$ cat src/rtl/fwd_hazard_ctrl.sv
// Forwarding / load-use hazard controller for a 5-stage pipeline (EX and MEM producer slots).
// Optional build macro FWD_X2X_EN enables EX-to-EX forwarding from the EX-stage slot.
`timescale 1ns/1ps

module fwd_hazard_ctrl (
  input  logic        clk,
  input  logic        rst_n,
  input  logic        idValid,
  input  logic [2:0]  idSrcA,
  input  logic        idSrcAVld,
  input  logic [2:0]  idSrcB,
  input  logic        idSrcBVld,
  input  logic        idDstWr,
  input  logic [2:0]  idDst,
  input  logic [1:0]  idWbSel,
  input  logic        idIsStore,
  input  logic        freeze,
  input  logic        flush,
  output logic [4:0]  fwCntrlA,
  output logic [4:0]  fwCntrlB,
  output logic        stall,
  output logic [15:0] stallCnt
);

  typedef struct packed {
    logic       vld;
    logic       dst_wr;
    logic [2:0] dst;
    logic [1:0] wb_sel;
  } slot_t;

  localparam logic [1:0]  WB_MEM  = 2'b01;
  localparam logic [15:0] CNT_MAX = 16'hFFFF;

  slot_t       s1_q, s1_d;  // producer in EX
  slot_t       s2_q, s2_d;  // producer in MEM
  logic [4:0]  fw_a_q, fw_a_d;
  logic [4:0]  fw_b_q, fw_b_d;
  logic [15:0] stall_cnt_q, stall_cnt_d;

  logic       a_m1, a_m2, b_m1, b_m2;
  logic       s1_hazard;
  logic       take;
  logic [3:0] word_a, word_b;

  function automatic logic src_match(input slot_t s, input logic [2:0] src, input logic src_vld);
    return src_vld & s.vld & s.dst_wr & (s.dst == src);
  endfunction

  // S1 wins over S2 because it holds the youngest write to the register.
  function automatic logic [3:0] fw_word(input logic m1, input logic m2, input logic hazard,
                                         input slot_t s1, input slot_t s2);
    logic [3:0] w;
    w = 4'b0000;
    if (m1) begin
      if (!hazard) w = {1'b1, 1'b0, s1.wb_sel};
    end else if (m2) begin
      w = {1'b1, 1'b1, s2.wb_sel};
    end
    return w;
  endfunction

  always_comb begin
    a_m1 = src_match(s1_q, idSrcA, idSrcAVld);
    a_m2 = src_match(s2_q, idSrcA, idSrcAVld);
    b_m1 = src_match(s1_q, idSrcB, idSrcBVld);
    b_m2 = src_match(s2_q, idSrcB, idSrcBVld);
`ifdef FWD_X2X_EN
    s1_hazard = (s1_q.wb_sel == WB_MEM);
`else
    s1_hazard = 1'b1;
`endif
    stall  = idValid & ~flush & (a_m1 | b_m1) & s1_hazard;
    take   = idValid & ~stall & ~flush;
    word_a = fw_word(a_m1, a_m2, s1_hazard, s1_q, s2_q);
    word_b = fw_word(b_m1, b_m2, s1_hazard, s1_q, s2_q);
  end

  // NOTE: every next-state signal gets its hold value first so no path leaves it unassigned (no latches).
  always_comb begin
    s1_d        = s1_q;
    s2_d        = s2_q;
    fw_a_d      = fw_a_q;
    fw_b_d      = fw_b_q;
    stall_cnt_d = stall_cnt_q;
    if (!freeze) begin
      s2_d = s1_q;
      if (take) begin
        s1_d   = '{vld: 1'b1, dst_wr: idDstWr, dst: idDst, wb_sel: idWbSel};
        fw_a_d = {1'b0, word_a};
        fw_b_d = {idIsStore & idSrcBVld & word_b[3], word_b};
      end else begin
        s1_d   = '0;
        fw_a_d = 5'b00000;
        fw_b_d = 5'b00000;
      end
      if (stall && (stall_cnt_q != CNT_MAX)) stall_cnt_d = stall_cnt_q + 16'd1;
    end
  end

  // NOTE: state uses non-blocking assignments only; whole slots are cleared so stale producers never match.
  always_ff @(posedge clk or negedge rst_n) begin
    if (!rst_n) begin
      s1_q        <= '0;
      s2_q        <= '0;
      fw_a_q      <= 5'b00000;
      fw_b_q      <= 5'b00000;
      stall_cnt_q <= 16'h0000;
    end else begin
      s1_q        <= s1_d;
      s2_q        <= s2_d;
      fw_a_q      <= fw_a_d;
      fw_b_q      <= fw_b_d;
      stall_cnt_q <= stall_cnt_d;
    end
  end

  assign fwCntrlA = fw_a_q;
  assign fwCntrlB = fw_b_q;
  assign stallCnt = stall_cnt_q;

endmodule

$ cat config.mk
export PLATFORM = sky130hd
export DESIGN_NAME = fwd_hazard_ctrl
export DESIGN_NICKNAME = d
export VERILOG_FILES = /design/src/rtl/fwd_hazard_ctrl.sv
export SDC_FILE = /design/constraint.sdc
export NUM_CORES = 1
export LEC_CHECK = 0
export ABC_AREA = 0
export CAP_MARGIN = 20
export CORE_UTILIZATION = 30
export CTS_CLUSTER_DIAMETER = 80
export CTS_CLUSTER_SIZE = 16
export DETAILED_ROUTE_END_ITERATION = 7
export PLACE_DENSITY = 0.58
export SETUP_SLACK_MARGIN = 0.2
export SLEW_MARGIN = 20
export SYNTH_ARGS = -nofsm -noshare
export SYNTH_HDL_FRONTEND = slang
export SYNTH_SLANG_ARGS = --single-unit
$ cat constraint.sdc
create_clock -name clk -period 1.71 [get_ports clk]
set_clock_uncertainty 0.05 [all_clocks]
set_input_delay 0.342 -clock clk [delete_from_list [all_inputs] [get_ports clk]]
set_output_delay 0.342 -clock clk [all_outputs]
set_load 0.01 [all_outputs]
==> summary.txt <==
Outcome
  – Status: complete, but fails checks
  – Failing checks: setup timing

Final layout
  – Area growth from synthesis to layout: 71.9%
  – Final Cell Area: 0.00308 mm^2
  – Share of layout cells above drive strength 1: 0.466
  – Final nets: 271
  – # fillers: 449
  – Leading cell type in the layout, fill and taps excluded: buf_4
  – Commonest non-fill, non-tap cells in the layout: buf_4 (43), dfrtp_1 (33), dlygate4sd2_1 (23)
  – Inserted Diodes: 0

Floorplan
  – Number of I/O pins: 47
  – Die height: 79.2 um
  – Die width: 79.2 um
  – Core area: 0.00564 mm^2
  – Die ar.: 0.00628 mm^2
  – Initial Utilization: 0.317
  – FP Rows: 27

Global route
  – First-pass GRT wire length: 7890 um
  – Vias in the first global route: 1636
  – Tot GR Track Use: 0.166
  – Initial antenna violation count: 0
  – Largest net degree at the start of global routing: 38
  – Overflow after GRT: 0

Synth
  – Prevailing post-synth register cell: dfrtp_1
  – Post-synthesis register bit count: 37
  – Post-synth EDFFs: 0
  – Synthesized Nets: 170
  – Library cells used by synthesis: 35
  – Post-Syn Area: 0.00179 mm^2
  – Average cell area after synthesis: 12.0 um^2
  – Yosys warns: 0
  – Post-synthesis sequential area ratio: 0.517
  – Cells after Synth: 149
  – Async SR Flop Fraction: 1.00

Worst setup path
  – FF-to-FF Start: s1_q[3]
  – R2R Setup Slk: -310 ps
  – Critical path class: flop to primary output
  – Reg2Reg Capture Point: stallCnt[15]
  – Required time of the critical path: 1320 ps
  – CP Max Fanout: 3
  – Reg2Reg Depth: 8
  – Arrival time at the worst endpoint: 1670 ps
  – CP Launch Type: flop
  – Crit. End Element: primary output

Timing
  – Final setup viols: 31
  – Fin crit share: 1.21
  – Max Slew Vio Count: 0
  – Sum Neg Setup Slack: -5950 ps
  – Fmax achieved: 0.484 GHz
  – Final setup margin: -357 ps
  – Fin. Hold Viols: 0
  – RSZ-0062 raised after global routing: true
  – Crit path time final: 2070 ps

CTS
  – Skew-Pair Late Insertion Delay: 290 ps
  – Sinks on Clock Net: 37
  – CTS Buf Count: 5
  – CTS tree: built
  – CTS Buffer Depth: 2
  – Clock Root Buffer: clkbuf_8
  – CTS HTree Levels: 2
  – Clock slew at reported path FFs: 80 ps

Routing
  – DR WL/cell: 15.6 um
  – DR vias: 1547
  – Final wirelength: 5030 um
  – DRC viols: 0
  – Via/cell ratio: 4.79
  – Pre-Repair DR Iteration Count: 4
  – Detail Route Antenna Nets: 0
  – Initial drt markers: 58

Pwr
  – Static leakage: 0.00157 uW
  – Power density of the placed cells: 566 mW/mm^2
  – VDD IR max: 0.000384 V

Place
  – Dpl cell area: 0.00263 mm^2
  – Post-detail-place hpwl: 3380 um
  – GPL Wtd Cong: 0.845
  – PortBufs: 45

Min path
  – Hold Path Class: input port to asynchronous set/reset pin

Flow run
  – Max-cap violations: 0
[synthesized netlist by cell type, types with 2 or more instances]
| master | count | area share |
|---|---|---|
| nor3_1 | 11 | 0.031 |
| a22o_1 | 9 | 0.044 |
| nor4_2 | 2 | 0.014 |
| nor3_2 | 2 | 0.011 |
| a21o_2 | 2 | 0.0098 |
| mux2_2 | 7 | 0.044 |
| or3_1 | 2 | 0.0070 |
| xor2_1 | 22 | 0.11 |
| nand3_1 | 7 | 0.020 |
| nand4_1 | 5 | 0.017 |
| nand2_1 | 5 | 0.010 |
| xnor2_1 | 5 | 0.024 |
| inv_1 | 2 | 0.0042 |
| nor2_1 | 5 | 0.010 |
| dfrtp_1 | 37 | 0.52 |
| nor3b_2 | 2 | 0.014 |
| nor4_1 | 2 | 0.0070 |
| buf_4 | 5 | 0.021 |
[routing by layer]
layer | track usage | up-vias | wire length, um
met5 | 0 | - | 0
met4 | 0.0673 | 0 | 49
met3 | 0.0276 | 4 | 117
met2 | 0.304 | 25 | 2780
li1 | - | 729 | -
met1 | 0.190 | 789 | 2070
[layout make-up]
type / count / area (um^2) / area share
tap: 72 / 90.1 / 0.0293
timing repair buffer: 101 / 895 / 0.291
multi-input combinational: 103 / 1060 / 0.345
inverter: 2 / 7.51 / 0.00244
clock inverter: 3 / 22.5 / 0.00732
sequential: 37 / 931 / 0.303
clock buffer: 5 / 68.8 / 0.0224
[flip-flops by register name (all words and copies together) (netlist names)]
register	cells
stallCnt	16
fwCntrlB	4
s2_q	7
s1_q	7
fwCntrlA	3
[how the worst max path moves through the flow]
stage / from / endpoint / cells past startpoint
finish: s1_q[3] / stall / 5
global route: s1_q[3] / stall / 5
detailed placement: idSrcA[1] / stall / 6
global placement: idSrcA[1] / stall / 6
floorplan: s1_q[3] / stallCnt[4] / 6
CTS: s1_q[3] / stall / 5
[metrics by stage]
step                      cells  hold WS (ps)  utilization  setup slack [ps]  total power, uW
after floorplan             149         -3.59            -             -3.04             1000
after global placement      299           427        0.467              -799             1120
after detailed placement    299           442        0.467              -850             1130
after CTS                   315           371        0.525              -340             1740
after global routing        323           385        0.545              -406             1820
final                       323           369        0.545              -357             1740
[power breakdown]
part	internal [uW]	switching [uW]	leakage, uW
Clock	289	324	0.0000481
Sequential	899	26.5	0.000498
Combinational	115	87.8	0.00102
Total	1300	438	0.00157
[worst max-delay path, stage by stage (launching register included)]
cell and delay (ps):
dfrtp_1 440, xor2_1 200, nor4_2 330, nor2_2 100, nor3b_2 170, buf_2 150
[cell families (layout without fill, tap and decap cells)]
kind of cell	count (synthesis)	after routing	share of synthesized area
and+or+nand+nor	50	50	0.183
DFF	37	37	0.517
xor gates and xnor gates	27	27	0.132
AOI/OAI and AO/OA	16	16	0.0776
buffers and inverters	9	111	0.0301
muxes	8	8	0.0504
adders and majority gates	1	1	0.00699
other	1	1	0.00210
[what timing repair did]
item	4_1_cts	5_1_grt
buffers inserted	8	8
endpoints found under the setup margin	56	38
resized for setup	89	21
hold buffers	0	0
pin swaps	33	19
Note: power is estimated with default switching activity, not from simulation.
